### src/rtl/icache_dm.sv
// Direct-mapped, one-word-per-block instruction cache with a two-state miss FSM.
// Optional hit/miss counters are built only when ICACHE_STATS_EN is defined.
//
// state | meaning
// IDLE  | serve hits with zero latency; latch the miss address on a miss
// FETCH | single-word memory read outstanding; install the word when iwait=0
module icache_dm #(
  parameter  int SETS  = 16,
  localparam int IDX_W = $clog2(SETS),
  localparam int TAG_W = 30 - IDX_W
) (
  input  logic        CLK,
  input  logic        RST,
  input  logic        imemREN,
  input  logic [31:0] imemaddr,
  output logic        ihit,
  output logic [31:0] imemload,
  output logic        iREN,
  output logic [31:0] iaddr,
  input  logic        iwait,
  input  logic [31:0] iload,
  output logic [31:0] hit_count,
  output logic [31:0] miss_count
);

  typedef enum logic {
    IDLE  = 1'b0,
    FETCH = 1'b1
  } state_t;

  state_t            state_q, state_d;
  logic [29:0]       miss_addr_q, miss_addr_d;

  logic [SETS-1:0]   valid_q;
  logic [TAG_W-1:0]  tag_q  [SETS];
  logic [31:0]       data_q [SETS];

  logic [IDX_W-1:0]  req_idx;
  logic [TAG_W-1:0]  req_tag;
  logic [IDX_W-1:0]  fill_idx;
  logic [TAG_W-1:0]  fill_tag;
  logic              hit;
  logic              fill;
  logic [1:0]        unused_byte_offset;

  assign req_idx            = imemaddr[IDX_W+1:2];
  assign req_tag            = imemaddr[31:IDX_W+2];
  assign fill_idx           = miss_addr_q[IDX_W-1:0];
  assign fill_tag           = miss_addr_q[29:IDX_W];
  assign unused_byte_offset = imemaddr[1:0];

  assign hit  = (state_q == IDLE) && imemREN && valid_q[req_idx] && (tag_q[req_idx] == req_tag);
  assign fill = (state_q == FETCH) && !iwait;

  always_ff @(posedge CLK or posedge RST) begin
    if (RST) begin
      state_q     <= IDLE;
      miss_addr_q <= '0;
    end else begin
      state_q     <= state_d;
      miss_addr_q <= miss_addr_d;
    end
  end

  always_comb begin
    state_d     = state_q;
    miss_addr_d = miss_addr_q;
    case (state_q)
      IDLE: begin
        if (imemREN && !hit) begin
          state_d     = FETCH;
          miss_addr_d = imemaddr[31:2];
        end
      end
      FETCH: begin
        // The read is never aborted; address changes wait for the return to IDLE.
        if (!iwait) state_d = IDLE;
      end
      default: state_d = IDLE;
    endcase
  end

  always_comb begin
    ihit     = 1'b0;
    imemload = '0;
    iREN     = 1'b0;
    iaddr    = '0;
    case (state_q)
      IDLE: begin
        ihit     = hit;
        imemload = hit ? data_q[req_idx] : '0;
      end
      FETCH: begin
        iREN  = 1'b1;
        iaddr = {miss_addr_q, 2'b00};
      end
      default: ;
    endcase
  end

  always_ff @(posedge CLK or posedge RST) begin
    if (RST) begin
      valid_q <= '0;
    end else if (fill) begin
      valid_q[fill_idx] <= 1'b1;
    end
  end

  // Tag and data arrays need no reset: valid gates every use of them.
  always_ff @(posedge CLK) begin
    if (fill) begin
      tag_q[fill_idx]  <= fill_tag;
      data_q[fill_idx] <= iload;
    end
  end

`ifdef ICACHE_STATS_EN
  logic [31:0] hit_count_q, hit_count_d;
  logic [31:0] miss_count_q, miss_count_d;

  always_comb begin
    hit_count_d  = hit_count_q;
    miss_count_d = miss_count_q;
    if (hit) hit_count_d = hit_count_q + 32'd1;
    if ((state_q == IDLE) && (state_d == FETCH)) miss_count_d = miss_count_q + 32'd1;
  end

  always_ff @(posedge CLK or posedge RST) begin
    if (RST) begin
      hit_count_q  <= '0;
      miss_count_q <= '0;
    end else begin
      hit_count_q  <= hit_count_d;
      miss_count_q <= miss_count_d;
    end
  end

  assign hit_count  = hit_count_q;
  assign miss_count = miss_count_q;
`else
  assign hit_count  = '0;
  assign miss_count = '0;
`endif

endmodule

### config.mk
export PLATFORM = sky130hd
export DESIGN_NAME = icache_dm
export DESIGN_NICKNAME = d
export VERILOG_FILES = /design/src/rtl/icache_dm.sv
export SDC_FILE = /design/constraint.sdc
export NUM_CORES = 1
export LEC_CHECK = 0
export BUFFER_PORTS_ARGS = -buffer_cell sky130_fd_sc_hd__buf_4
export CAP_MARGIN = 20
export CORE_ASPECT_RATIO = 1.1
export CORE_UTILIZATION = 45
export DETAILED_ROUTE_END_ITERATION = 8
export SLEW_MARGIN = 20
export SYNTH_ARGS = -nofsm -noshare
export SYNTH_HDL_FRONTEND = slang
export SYNTH_SLANG_ARGS = --single-unit
### constraint.sdc
create_clock -name CLK -period 15.82 [get_ports CLK]
set_clock_uncertainty 0.1 [all_clocks]
set_input_delay 4.746 -clock CLK [delete_from_list [all_inputs] [get_ports CLK]]
set_output_delay 4.746 -clock CLK [all_outputs]
set_load 0.02 [all_outputs]
Word-level counts from Yosys, hierarchy flattened
Memories as Yosys holds them, arrays and structs flattened.
Index checks and enable logic that the tools add are counted.
{"block": "totals", "register_bits": 47, "ram_bits": 928, "in_bits": 68, "output_inout_bits": 130, "elab_cells": 34, "memories": 2}
{"block": "op_classes", "order_cmp": 3, "eq_ne": 1, "muxes": 14, "bitwise": 2, "reduce_logical": 9}
{"memory": "data_q", "depth": 16, "word_bits": 32, "read_ports": 1, "rd_ports_with_merged_regs": 0, "wr": 1, "line": "36", "text": "logic [31:0] data_q [SETS];"}
{"memory": "tag_q", "depth": 16, "word_bits": 26, "read_ports": 1, "rd_ports_with_merged_regs": 0, "wr": 1, "line": "35", "text": "logic [TAG_W-1:0] tag_q [SETS];"}
{"operator": "$mux 32", "count": 3}
{"operator": "$eq 26x26->1", "count": 1}
{"operator": "$or 16x16->16", "count": 1}
{"operator": "$lt 4x5->1 const B", "count": 2}
{"operator": "$mux 1", "count": 8}
{"operator": "$logic_and 1x1->1", "count": 6}
{"operator": "$bmux 1 s4", "count": 1}
{"operator": "$demux 1 s4", "count": 1}
{"operator": "$ge 4x1->1 const B", "count": 1}
{"operator": "$logic_not 1->1", "count": 2}
{"operator": "$pmux 1 s2", "count": 1}
{"operator": "$reduce_and 2->1", "count": 1}
{"operator": "$not 1->1", "count": 1}

Longest topological paths before layout
{"block": "logic_depth", "depth_word": 8, "ltp_mapped": 14, "mapped_depth_nobuf": 8}

Worst setup path before layout
OpenSTA, ideal clock, no wires.
{"block": "synth_timing", "kind": "in2out", "from": "input port imemaddr[2]", "to": "output port imemload[23]", "arrival_ns": 7.712, "t_required_ns": 10.974, "path_slack_ns": 3.262, "stages": 11, "path_buffers": 8, "path_cell_list": "buf_6 > buf_6 > buf_6 > buf_4 > buf_2 > buf_2 > buf_2 > buf_2 > mux4_2 > mux4_2 > nor2b_1"}
{"block": "synth_between", "elab_chain_cells": 6, "word_cells_on_any_way": 9, "cone_classes": "1 x eq/ne; 4 x mux; 2 x reduce/logical; 2 x memory"}
{"item": "start, declared", "line": "15", "text": "input logic [31:0] imemaddr,"}
{"item": "branches (longest 4 deep; another with $mem_v2 16x26)"}
{"item": "$mux 32 *", "line": "91", "text": "imemload = hit ? data_q[req_idx] : '0;"}
{"item": "$mux 32 *", "line": "88", "text": "case (state_q)"}
{"item": "end, declared", "line": "17", "text": "output logic [31:0] imemload,"}
Every way passes the cells marked *. The select of a mux whose other input is x is not followed.

Worst setup path after layout
{"block": "layout_timing", "from": "input port imemaddr[3]", "to": "output port imemload[25]"}
The elaborated chain is that of the path after synthesis.

==> reports/results.tsv <==
stage	metric	value	unit
pwr	Net Sw Frac	22.6	%
routing	WL/cell	27.7	µm
clocking	clock sink count	975	
run	max-cap violations	0	
pwr	clock share of power	40.2	%
pwr	P per Cell Area	134	nW/µm²
yosys	Mapped Area	38400	µm²
layout	final core utilization	51.9	%
layout	share of layout cells above drive strength 1	33.9	%
yosys	ys async rst share	4.82	%
yosys	Post-synth EDFFs	928	
global_routing	GRT Max-Usage Layer	met2	
setup_path	kind of critical path	in -> out	
routing	Antenna Nets Post-Route	0	
clocking	Worst-Skew Late Latency	0.66	ns
pwr	worst vdd ir	0.102	mV
yosys	Synth cell types	45	
worst_hold_path	WHS Endpoint	valid_q[6]	
global_routing	gr ovfl total	0	
setup_path	Worst EP required	10.97	ns
sta	Final WS setup	2.30	ns
clocking	post_cts resized	0	
setup_path	Worst R2R Path Depth	9	
routing	DRT Wirelength	86200	µm
setup_path	Startpoint Class	primary input	
worst_hold_path	worst hold start	valid_q[6]	
global_routing	first-pass GRT wire length	126000	µm
setup_path	Reg2Reg Launch Point	tag_q[7][17]	
global_routing	gr usage total	20.3	%
yosys	post-synthesis sequential area ratio	75.6	%
clocking	post-CTS setup buffers	0	
global_routing	grt met1 use	28.2	%
floorplan	Die Width	281	µm
global_routing	met2 usage	33.6	%
yosys	most frequent cell after synthesis	edfxtp_1	
sta	fin crit share	85.5	%
worst_hold_path	HP Class	reg -> reg	
routing	DRC	0	
clocking	CTS tree	done	
setup_path	Worst R2R End	miss_addr_q[28]	
layout	fin nets	1949	
floorplan	Die Span Y	308	µm
sta	Slew headroom	24.6	%
placement	Port Buffers	129	
setup_path	Reg2Reg Setup Slack	11.94	ns
sta	Final Hold Fails	0	
global_routing	largest net degree at the start of global routing	73	
placement	Detailed Place HPWL	44800	µm
global_routing	vias in the first global route	18325	
routing	TritonRoute pass-1 iters	6	
sta	max-slew violations	0	
layout	Area Overhead vs Synth	14.3	%
floorplan	Site Rows	112	
pwr	Combinational Power Share	7.4	%
floorplan	IO Pins	198	
clocking	H-tree Lvls	3	
clocking	total CTS buffers	100	
pwr	Sequential Power Share	52.5	%
clocking	Clock Path Buffers	3	
routing	Avg Vias per Cell	5.62	
placement	Placer Congestion	0.769	
yosys	Top FF cell, synth	edfxtp_1	
layout	FILL cells	6683	
yosys	Synth top area share	72.6	%
yosys	synthesized instance count	1693	
floorplan	Initial Util	45.4	%
status	status	finished, final reports clean	
routing	Vias	17471	
sta	unrepaired setup endpoints after global routing	false	
sta	setup_tns	0	ns
yosys	Area contributors post-synth	edfxtp_1, mux4_2, dfrtp_1	
setup_path	Critical Path AT	8.67	ns
global_routing	met3 GRT Util	3.20	%
global_routing	initial antenna violation count	4	
floorplan	DIE AREA	86500	µm²
pwr	Psw	1.33	mW
yosys	Synth area leader	edfxtp_1	
sta	maximum clock frequency	74.0	MHz
floorplan	Core ar.	84600	µm²
pwr	P_leak	14.4	nW
setup_path	Max FO, Critical Path	65	
worst_hold_path	Hold Crit Depth	1	
pwr	internal power	4.55	mW
yosys	most frequent cells after synthesis	edfxtp_1, mux4_2, buf_4	
clocking	Clock transition at path regs	0.06	ns
sta	Setup-failing EPs final	0	
routing	initial DRC count	1454	
placement	pre-CTS setup slack	2.26	ns
yosys	Syn. warnings	0	
setup_path	crit end category	output pin	
sta	Slew @ Worst Pin	1.13	ns
sta	Final min period	13.52	ns
yosys	Synth Register Bits	975	
clocking	Root Driver	clkbuf_16	
layout	ANT cells	0	
yosys	Synth Area per Inst	22.7	µm²
clocking	cts hold-fix bufs	0	
[power groups by stage]
stage	Clock (mW)	Combinational (mW)	Sequential (mW)
after floorplan	0	0.298	3.10
after global placement	0	0.436	3.12
after detailed placement	0	0.441	3.14
after CTS	2.41	0.442	3.08
after global routing	2.50	0.463	3.10
final	2.36	0.432	3.08
[registers in the layout, indices dropped and copies added (netlist names)]
name / cells
tag_q: 416
valid_q: 16
state_q: 1
data_q: 512
miss_addr_q: 30
[routing by layer]
layer / part of all wire (%) / wire length [µm] / vias to the layer above
met5: 0.030 / 26 / -
met1: 43 / 36900 / 9579
met3: 5.1 / 4360 / 120
met4: 1.8 / 1520 / 4
met2: 50 / 43300 / 476
li1: - / - / 7292
[critical path, stage by stage]
cell and delay, ns:
buf_8 0.50, buf_4 0.61, mux4_2 0.39, mux2i_1 0.28, xnor2_1 0.11, mux2i_1 0.27
nand2_1 0.10, nor4b_1 0.50, nand4_1 0.27, buf_4 0.36, nor2b_1 0.21, buf_4 0.16
[placed cells by master (no fill, tap or decap), types with 16 or more instances in the layout]
cell type	netlist	final
xnor2_1	22	22
mux2i_1	55	55
clkbuf_16	0	102
mux2_4	29	29
dfrtp_1	47	46
nor2b_1	35	35
buf_4	70	165
mux4_2	270	270
edfxtp_1	928	928
clkbuf_1	31	17
and2_1	30	30
conb_1	1	66
clkinv_2	0	24
or2_2	16	16
[cells by family (layout without fill, tap and decap cells)]
logic type | Yosys count | in the layout | synth area share [%]
mux | 358 | 358 | 18.5
xor+xnor | 36 | 36 | 0.821
compound gates | 28 | 28 | 0.505
simple gates | 141 | 141 | 2.10
buf+inv | 154 | 362 | 2.41
other cells | 1 | 66 | 0.00977
flops | 975 | 975 | 75.6
[through the flow]
stage	area (µm²)	instances	hold slack (ns)	power (mW)
floorplan	38600	1758	0.334	3.40
global placement	40600	2919	0.346	3.56
detailed placement	40600	2919	0.351	3.58
global route	43900	3106	0.372	6.06
finish	43900	3106	0.365	5.88
CTS	43900	3106	0.366	5.93
[worst max-delay path by stage]
stage | from | end | cells past startpoint | slack (ns)
after floorplan | imemaddr[2] | imemload[23] | 11 | 3.26
after global placement | imemaddr[3] | imemload[10] | 12 | 2.27
after detailed placement | imemaddr[3] | imemload[25] | 12 | 2.26
after CTS | imemaddr[3] | imemload[25] | 12 | 2.24
after global routing | imemaddr[2] | imemload[25] | 12 | 1.99
final | imemaddr[3] | imemload[25] | 12 | 2.30
[final cells by class]
type,instances,area [µm²],area share (%)
timing repair buffer,168,1280,2.92
clock buffer,123,2670,6.08
inverter,7,28.8,0.0655
tap,1140,1430,3.25
clock inverter,64,657,1.50
multi-input combinational,629,8800,20.0
sequential,975,29000,66.2
Power figures use the tool's default switching activity.
